## src/rtl/beeb_sched_pkg.sv

```systemverilog
// Shared constants for the Beeb external bus scheduler: owner codes, FSM
// state encodings, the idle-slot address and the default page geometry.
package beeb_sched_pkg;

  localparam int ADDR_BITS_DEF = 15;
  localparam int PAGE_BITS_DEF = 8;
  localparam int NPAGES        = 1 << (ADDR_BITS_DEF - PAGE_BITS_DEF);

  localparam logic [1:0] OWN_IDLE  = 2'd0;
  localparam logic [1:0] OWN_CPU   = 2'd1;
  localparam logic [1:0] OWN_SCRUB = 2'd2;

  localparam logic [0:0] SEEK   = 1'b0;
  localparam logic [0:0] ACTIVE = 1'b1;

  localparam logic [15:0] IDLE_ADDR = 16'h0000;

endpackage

```

## src/rtl/beeb_bus_scheduler_dirty_page_map.sv

```systemverilog
// One dirty bit per scrubbable page. A set and a clear of the same page in
// the same cycle leaves the page dirty, so no fast write is ever lost.
module dirty_page_map
  import beeb_sched_pkg::*;
#(
  parameter int IDX_BITS = 7
) (
  input  logic                clk,
  input  logic                reset,
  input  logic                set_en,
  input  logic [IDX_BITS-1:0] set_idx,
  input  logic                clr_en,
  input  logic [IDX_BITS-1:0] clr_idx,
  input  logic [IDX_BITS-1:0] test_idx,
  output logic                test_bit,
  output logic                dirty_any
);

  localparam int NBITS = 1 << IDX_BITS;

  logic [NBITS-1:0] map_q;
  logic [NBITS-1:0] map_next;

  // NOTE: map_next takes the current map first so every path assigns it and no latch is inferred.
  always_comb begin
    map_next = map_q;
    if (clr_en) map_next[clr_idx] = 1'b0;
    if (set_en) map_next[set_idx] = 1'b1;
  end

  assign test_bit = map_q[test_idx];

  // NOTE: the map is plain flops, not a RAM, so it can and must be cleared by reset.
  // NOTE: state uses non-blocking assignments so every flop samples pre-edge values.
  always_ff @(posedge clk) begin
    if (reset) begin
      map_q     <= '0;
      dirty_any <= 1'b0;
    end else begin
      map_q     <= map_next;
      dirty_any <= |map_next;
    end
  end

endmodule

```

## src/rtl/beeb_bus_scheduler.sv

```systemverilog
// Arbitrates each slow Beeb bus slot between CPU, dirty-page scrub and idle.
// Optional slot statistics are built when BUS_SCHED_STATS_EN is defined.
module beeb_bus_scheduler
  import beeb_sched_pkg::*;
#(
  parameter int ADDR_BITS = ADDR_BITS_DEF,
  parameter int PAGE_BITS = PAGE_BITS_DEF
) (
  input  logic                 cpu_clk,
  input  logic                 cpu_reset,
  input  logic                 slot,
  input  logic                 cpu_req,
  input  logic [15:0]          cpu_addr,
  input  logic                 cpu_we,
  input  logic [7:0]           cpu_do,
  output logic                 cpu_done,
  input  logic                 mark_we,
  input  logic [ADDR_BITS-1:0] mark_addr,
  input  logic                 scrub_en,
  output logic [ADDR_BITS-1:0] scrub_A,
  input  logic [7:0]           scrub_D,
  output logic [15:0]          bus_addr,
  output logic                 bus_we,
  output logic [7:0]           bus_do,
  output logic [1:0]           bus_owner,
`ifdef BUS_SCHED_STATS_EN
  input  logic                 stat_clr,
  output logic [15:0]          stat_cpu,
  output logic [15:0]          stat_scrub,
  output logic [15:0]          stat_idle,
`endif
  output logic                 dirty_any
);

  localparam int IDX_BITS = ADDR_BITS - PAGE_BITS;

  logic [0:0]           state;
  logic [IDX_BITS-1:0]  ptr;
  logic [IDX_BITS-1:0]  page;
  logic [PAGE_BITS-1:0] offset;
  logic                 remark;
  logic                 fresh;

  logic                 test_bit;
  logic                 grant_cpu;
  logic                 grant_scrub;
  logic                 last_byte;
  logic                 active_mark;
  logic                 map_clr;
  logic [IDX_BITS-1:0]  mark_idx;
  logic                 unused_mark_offset;

  assign mark_idx           = mark_addr[ADDR_BITS-1:PAGE_BITS];
  assign unused_mark_offset = ^mark_addr[PAGE_BITS-1:0];
  assign scrub_A            = {page, offset};

  // fresh blocks a scrub grant until scrub_D has caught up with a new scrub_A.
  assign grant_cpu   = slot & cpu_req;
  assign grant_scrub = slot & ~cpu_req & (state == ACTIVE) & scrub_en & ~fresh;
  assign last_byte   = grant_scrub & (offset == '1);
  assign active_mark = mark_we & (state == ACTIVE) & (mark_idx == page);
  assign map_clr     = last_byte & ~remark;

  dirty_page_map #(
    .IDX_BITS (IDX_BITS)
  ) u_map (
    .clk       (cpu_clk),
    .reset     (cpu_reset),
    .set_en    (mark_we),
    .set_idx   (mark_idx),
    .clr_en    (map_clr),
    .clr_idx   (page),
    .test_idx  (ptr),
    .test_bit  (test_bit),
    .dirty_any (dirty_any)
  );

  always_ff @(posedge cpu_clk) begin
    if (cpu_reset) begin
      bus_owner <= OWN_IDLE;
      bus_addr  <= IDLE_ADDR;
      bus_we    <= 1'b0;
      bus_do    <= 8'h00;
      cpu_done  <= 1'b0;
    end else if (slot) begin
      cpu_done <= (bus_owner == OWN_CPU);
      if (grant_cpu) begin
        bus_owner <= OWN_CPU;
        bus_addr  <= cpu_addr;
        bus_we    <= cpu_we;
        bus_do    <= cpu_do;
      end else if (grant_scrub) begin
        bus_owner <= OWN_SCRUB;
        bus_addr  <= {{(16-ADDR_BITS){1'b0}}, scrub_A};
        bus_we    <= 1'b1;
        bus_do    <= scrub_D;
      end else begin
        bus_owner <= OWN_IDLE;
        bus_addr  <= IDLE_ADDR;
        bus_we    <= 1'b0;
        bus_do    <= 8'h00;
      end
    end else begin
      cpu_done <= 1'b0;
    end
  end

  always_ff @(posedge cpu_clk) begin
    if (cpu_reset) begin
      state  <= SEEK;
      ptr    <= '0;
      page   <= '0;
      offset <= '0;
      remark <= 1'b0;
      fresh  <= 1'b0;
    end else begin
      fresh <= 1'b0;
      case (state)
        SEEK: begin
          ptr <= ptr + IDX_BITS'(1);
          if (test_bit) begin
            state  <= ACTIVE;
            page   <= ptr;
            offset <= '0;
            remark <= 1'b0;
            fresh  <= 1'b1;
          end
        end
        ACTIVE: begin
          if (active_mark) remark <= 1'b1;
          if (grant_scrub) begin
            if (offset == '1) begin
              state <= SEEK;
              ptr   <= page + IDX_BITS'(1);
            end else begin
              offset <= offset + PAGE_BITS'(1);
              fresh  <= 1'b1;
            end
          end
        end
      endcase
    end
  end

`ifdef BUS_SCHED_STATS_EN
  always_ff @(posedge cpu_clk) begin
    if (cpu_reset || stat_clr) begin
      stat_cpu   <= 16'h0000;
      stat_scrub <= 16'h0000;
      stat_idle  <= 16'h0000;
    end else if (slot) begin
      if (grant_cpu) begin
        if (stat_cpu != 16'hFFFF) stat_cpu <= stat_cpu + 16'd1;
      end else if (grant_scrub) begin
        if (stat_scrub != 16'hFFFF) stat_scrub <= stat_scrub + 16'd1;
      end else begin
        if (stat_idle != 16'hFFFF) stat_idle <= stat_idle + 16'd1;
      end
    end
  end
`endif

endmodule

```

## config.mk

```make
export PLATFORM = sky130hd
export DESIGN_NAME = beeb_bus_scheduler
export DESIGN_NICKNAME = d
export VERILOG_FILES = /design/src/rtl/beeb_sched_pkg.sv /design/src/rtl/beeb_bus_scheduler_dirty_page_map.sv /design/src/rtl/beeb_bus_scheduler.sv
export SDC_FILE = /design/constraint.sdc
export NUM_CORES = 1
export LEC_CHECK = 0
export CORE_AREA = 10 10 140 142
export CTS_BUF_LIST = sky130_fd_sc_hd__clkbuf_4 sky130_fd_sc_hd__clkbuf_8 sky130_fd_sc_hd__clkbuf_16
export CTS_CLUSTER_SIZE = 16
export DETAILED_ROUTE_END_ITERATION = 10
export DIE_AREA = 0 0 150 152
export PLACE_DENSITY = 0.82
export SKIP_CTS_REPAIR_TIMING = 1
export SYNTH_ARGS = -nofsm -noshare
export SYNTH_HDL_FRONTEND = slang
export SYNTH_SLANG_ARGS = --single-unit
export TNS_END_PERCENT = 5
```

## constraint.sdc

```tcl
create_clock -name cpu_clk -period 3.9 [get_ports cpu_clk]
set_input_delay 0.39 -clock cpu_clk [delete_from_list [all_inputs] [get_ports cpu_clk]]
set_output_delay 0.39 -clock cpu_clk [all_outputs]
set_load 0.01 [all_outputs]
```

# Word level (Yosys, flattened, before mapping)
# Cells that the tools add are included.
# word_totals
out_inout_bits,44
regBits,182
word_cells,86
inputBits,54
# classes
n_mux,32
order_cmp,5
add_sub_neg,3
reduce_logical,8
n_eq_ne,8
bitwise_logic,17
# op_table
op,n
two-way mux 128 bit,2
bitwise AND 128 bit,1
inverter 128 bit,1
bitwise OR 128 bit,1
OR reduction 128 bit,1
two-way mux 8 bit,5
less-than comparator 7 x 8 -> 1 bit (second input constant),3
two-way mux 16 bit,1
one-hot mux 8 bit (2 select lines),1
two-way mux 15 bit,1
adder 7 x 1 -> 7 bit (second input constant),2
demux 1 bit (select 7 bit),2
greater-or-equal comparator 7 x 1 -> 1 bit (second input constant),2
two-way mux 7 bit,2
one-hot mux 7 bit (2 select lines),1
two-way mux 1 bit,11
bitwise AND 1 bit,9
adder 8 x 1 -> 8 bit (second input constant),1
equality test 8 bit (second input constant),1
binary-select mux 1 bit (select 7 bit),1
equality test 7 bit,1
!= test 2 x 1 -> 1 bit (second input constant),3
one-hot mux 1 bit (2 select lines),3
AND reduction 2 bit,3
7 further kinds,14

# Longest topological paths before layout
# depth
word_depth,11
ltp_mapped,12
ltp_nobuf,9

# Modules after synthesis
# From an unflattened synthesis, not the netlist that was laid out.
# unflattened
cells_unflattened,1103
area_unflattened_um2,9560.4
# by_module_without_submodules
module,area_each_um2,cells_per_inst,seq_area_each_um2,n_inst
dirty_page_map,6916.6,796,2582.5,1
beeb_bus_scheduler,2643.8,307,1061.0,1

# Worst setup path after synthesis
# No wires, ideal clock.
# synth_timing
path_type,reg2reg
startpoint,register offset[0]
endpoint,register u_map.dirty_any
t_arrival_ns,2.426
synth_period_minus_slack_ns,2.566
slack_ns,1.334
path_buffers,2
stages_incl_launch_ff,12
t_required_ns,3.760
setup_ns,0.140
path_cell_list,dfxtp_1 > ha_1 > and4_1 > buf_2 > nand4_4 > buf_6 > o31ai_1 > nand3_1 > a2111oi_2 > nand4_1 > nor4_1 > a41oi_1
# synth_between
elab_chain_len,7
# synth_lines
element,line,rtl
start: declaration,beeb_bus_scheduler.sv:40,logic [PAGE_BITS-1:0] offset;
start signal: assignment,beeb_bus_scheduler.sv:136,offset <= offset + PAGE_BITS'(1);
equality test 8 bit (*),beeb_bus_scheduler.sv:60,assign last_byte = grant_scrub & (offset == '1);
bitwise AND 1 bit (*),beeb_bus_scheduler.sv:60,
bitwise AND 1 bit (*),beeb_bus_scheduler.sv:62,assign map_clr = last_byte & ~remark;
two-way mux 128 bit (*),beeb_bus_scheduler_dirty_page_map.sv:27,if (clr_en) map_next[clr_idx] = 1'b0;
bitwise OR 128 bit (no source line),n/a,
two-way mux 128 bit (*),beeb_bus_scheduler_dirty_page_map.sv:28,if (set_en) map_next[set_idx] = 1'b1;
OR reduction 128 bit (*),beeb_bus_scheduler_dirty_page_map.sv:41,dirty_any <= |map_next;
end signal: assignment,beeb_bus_scheduler_dirty_page_map.sv:41,
end: declaration,beeb_bus_scheduler_dirty_page_map.sv:16,output logic dirty_any
# Every way passes the cells marked *; elsewhere a longest branch is shown, timed or not.
# A chain may end at the register's enable or synchronous reset.

# Worst setup path in the final report
# Ends and elaborated chain as after synthesis.

==> impl_results.md <==
* Post-synth ARST share at 0%
* Number of flops mapped to enable cells by yosys at 0
* Area delta synth->final at 20.0%
* Fillers at 1,389
* Critical path class: reg2reg
* Distinct cells, synth at 62
* CP Capture Type: flip-flop
* Die Span X at 150 um
* CTS tree: built
* Ys Warns at 0
* DPL Wire Length at 27,200 um
* Final Util at 70.3%
* Remaining global-route overflow at 0
* Final Cycle Share at 96.0%
* Vias in the first global route at 10,100
* Post-synthesis sequential area ratio at 36.7%
* ANT nets after route at 0
* Fmax at 267 MHz
* Failing checks: design-rule violations
* Initial DRC count at 1,995
* Port Buffers at 89
* Worst r2r dst: u_map.dirty_any
* Finish-stage setup viols at 0
* Worst Path Max Fanout at 9
* Site Rows at 48
* Post-synthesis net count at 1,241
* TritonCTS Buffers at 17
* Hold WS at 0.475 ns
* Layout net count at 1,334
* Largest net degree at the start of global routing at 139
* Total wire length at 39,100 um
* Worst slew pin tran at 1.25 ns
* Power density cells at 396 nW/um^2
* Worst-path clk slew at 0.07 ns
* First-pass DRT Iterations at 11
* Max-slew violations at 0
* Starting density of the core at 58.5%
* Worst hold path cell count at 2
* Clock buffer depth at 2
* CTS Root Cell: clkbuf_16
* Placeable core region at 16,900 um^2
* Startpoint Class: flip-flop
* Residual DRC at 1
* Layout cells sized above 1 at 13.2%
* H-tree levels at 4
* Crit path largest cell delay at 0.60 ns
* Antenna violations before repair at 1
* Hold endpoint: bus_addr[15]
* Reg2reg setup slack at 0.16 ns
* WP data arrival at 3.99 ns
* RSZ-0062 raised after global routing: false
* Data required, critical path at 4.15 ns
* Final hold vios at 0
* GRT Overall Usage at 33.3%
* Dpl cell area at 11,200 um^2
* Total power at 0.00472 W
* Worst hold start: bus_addr[15]
* #FFs+latches synth at 182
* Cell Chain, Critical Path: ha_1 -> and4_1 -> nand4_4 -> buf_4 -> buf_4 -> nor2_1 -> nand2_1 -> a211oi_1 -> nand4_1 -> nor4_1 -> a41oi_1
* Worst vdd ir at 0.315 mV
* CP dominant cell by count: buf_4
* Netlist area before placement at 9920 um^2
* Setup TNS at 0 ns
* Ports at 98
* Minimum clock period at 3.74 ns
* WL/cell at 25.8 um
* Max-slew headroom at 16.6%
* Reg2Reg Depth at 11
* Full die area at 22,800 um^2
* RR Startpoint: offset[0]
* Final Skew at 0.00618 ns
* Post-route design area at 11,900 um^2
* Insertion delay to the later sink of the worst-skew pair at 0.44 ns
* Final Wtd Congestion at 1.09
* Worst Hold Class: reg2reg
* First-pass GRT wire length at 59,200 um
* Mean Syn Cell Area at 8.37 um^2
* Crit-path slowest cell: nor4_1
* Maxcap violations at 0
* Routed vias/inst at 7.15
* Vias at 10,800
* Pleak at 4.17 nW
* Top_reg_cell synth: dfxtp_1
* Die height at 152 um
* CTS Sinks at 182
* Status: complete, but fails checks
* Mapped Cells at 1,185
==> cells in the mapped netlist (11+ instances only) <==
cell	n	share of area (%)
nand2b_1	13	0.82
nor2_1	155	5.9
nor4_1	17	1.1
mux4_2	32	7.3
nor2b_1	57	3.6
o31ai_1	57	4.3
a221oi_1	34	3.0
dfxtp_1	182	37
buf_1	11	0.42
buf_2	18	0.91
nand2_1	124	4.7
nand3_1	55	2.8
a21oi_1	69	3.5
a22oi_1	47	3.6
o21ai_0	58	2.9
clkbuf_1	56	2.1
nand4_1	22	1.4
mux2i_1	21	2.1
nor3_1	36	1.8
==> cells in the final DEF (no fill, tap or decap), drive strengths merged, types with 6 or more instances in the layout <==
cell type / n
and3: 6
nand3: 55
xor2: 6
nand2b: 13
a22o: 9
o21ai: 60
nand4: 24
nand3b: 6
buf: 84
mux4: 32
nor2: 157
a22oi: 47
dfxtp: 182
a221oi: 35
nor4: 19
inv: 7
mux2i: 21
a21oi: 69
nor3: 36
clkbuf: 20
xnor2: 7
and2: 6
clkdlybuf4s50: 88
o31ai: 58
nand2: 124
nor2b: 57
==> power by group <==
part	internal (W)	leakage (nW)	switching, W
combinational	0.000363	2.39	0.000485
sequential	0.00191	1.47	0.0000732
clock	0.00111	0.306	0.000771
==> layout make-up <==
class	instances	area, um^2	share of cell area [%]
antenna	1	2.50	0.0210
clock buffer	20	460	3.87
clock inverter	12	175	1.47
inverter	6	22.5	0.189
multi-input combinational	899	5780	48.6
sequential	182	3640	30.6
tap	225	282	2.37
timing repair buffer	172	1530	12.8
==> registers in the layout (all words and copies together), names as in the netlist <==
signal / count
bus_we: 1
cpu_done: 1
offset: 8
bus_addr: 16
bus_do: 8
ptr: 7
state: 1
u_map.map_q: 128
u_map.dirty_any: 1
page: 7
fresh: 1
remark: 1
bus_owner: 2
==> kinds of logic (layout without fill, tap and decap cells) <==
logic type               count (synthesis)  in the layout  share of synthesized area (%)
XOR/XNOR                                13             13                           1.15
AND/OR/NAND/NOR                        531            531                           26.7
other                                    0              1                              0
buffers and inverters                  104            210                           5.03
AO/OA/AOI/OAI                          297            297                           20.4
adder cells (fa/ha/maj)                  2              2                          0.252
multiplexers                            56             56                           9.73
flip-flops                             182            182                           36.7
==> per-stage QoR <==
step / std cells / worst slack [ns]
final: 1517 / 0.157
after global routing: 1517 / 0.123
after global placement: 1481 / 0.272
after floorplan: 1185 / 1.33
after detailed placement: 1481 / 0.236
after CTS: 1513 / 0.274
==> how the worst max path moves through the flow <==
stage,slack [ns],depth (start not counted),end,from
2_1_floorplan,1.33,11,u_map.dirty_any,offset[0]
3_3_place_gp,0.27,10,u_map.dirty_any,scrub_en
3_5_place_dp,0.24,10,u_map.dirty_any,scrub_en
4_1_cts,0.27,10,u_map.dirty_any,offset[1]
5_1_grt,0.12,10,u_map.dirty_any,offset[0]
6_report,0.16,11,u_map.dirty_any,offset[0]
==> worst max-delay path, delay by kind of cell, from the launching register on <==
kind                       cells  cell delay, ns
buffers and inverters          2            0.44
adders and majority gates      1            0.29
DFF                            1            0.47
AOI/OAI and AO/OA              2            0.59
and+or+nand+nor                6            1.76
==> metal layers <==
metal  track usage, %  wire length, um  part of all wire (%)
met5                0                0                     0
met4             21.7             3260                   8.3
met3             10.2             5540                    14
met2             49.9            16600                    42
met1             40.3            13700                    35
Power figures use the tool's default switching activity.
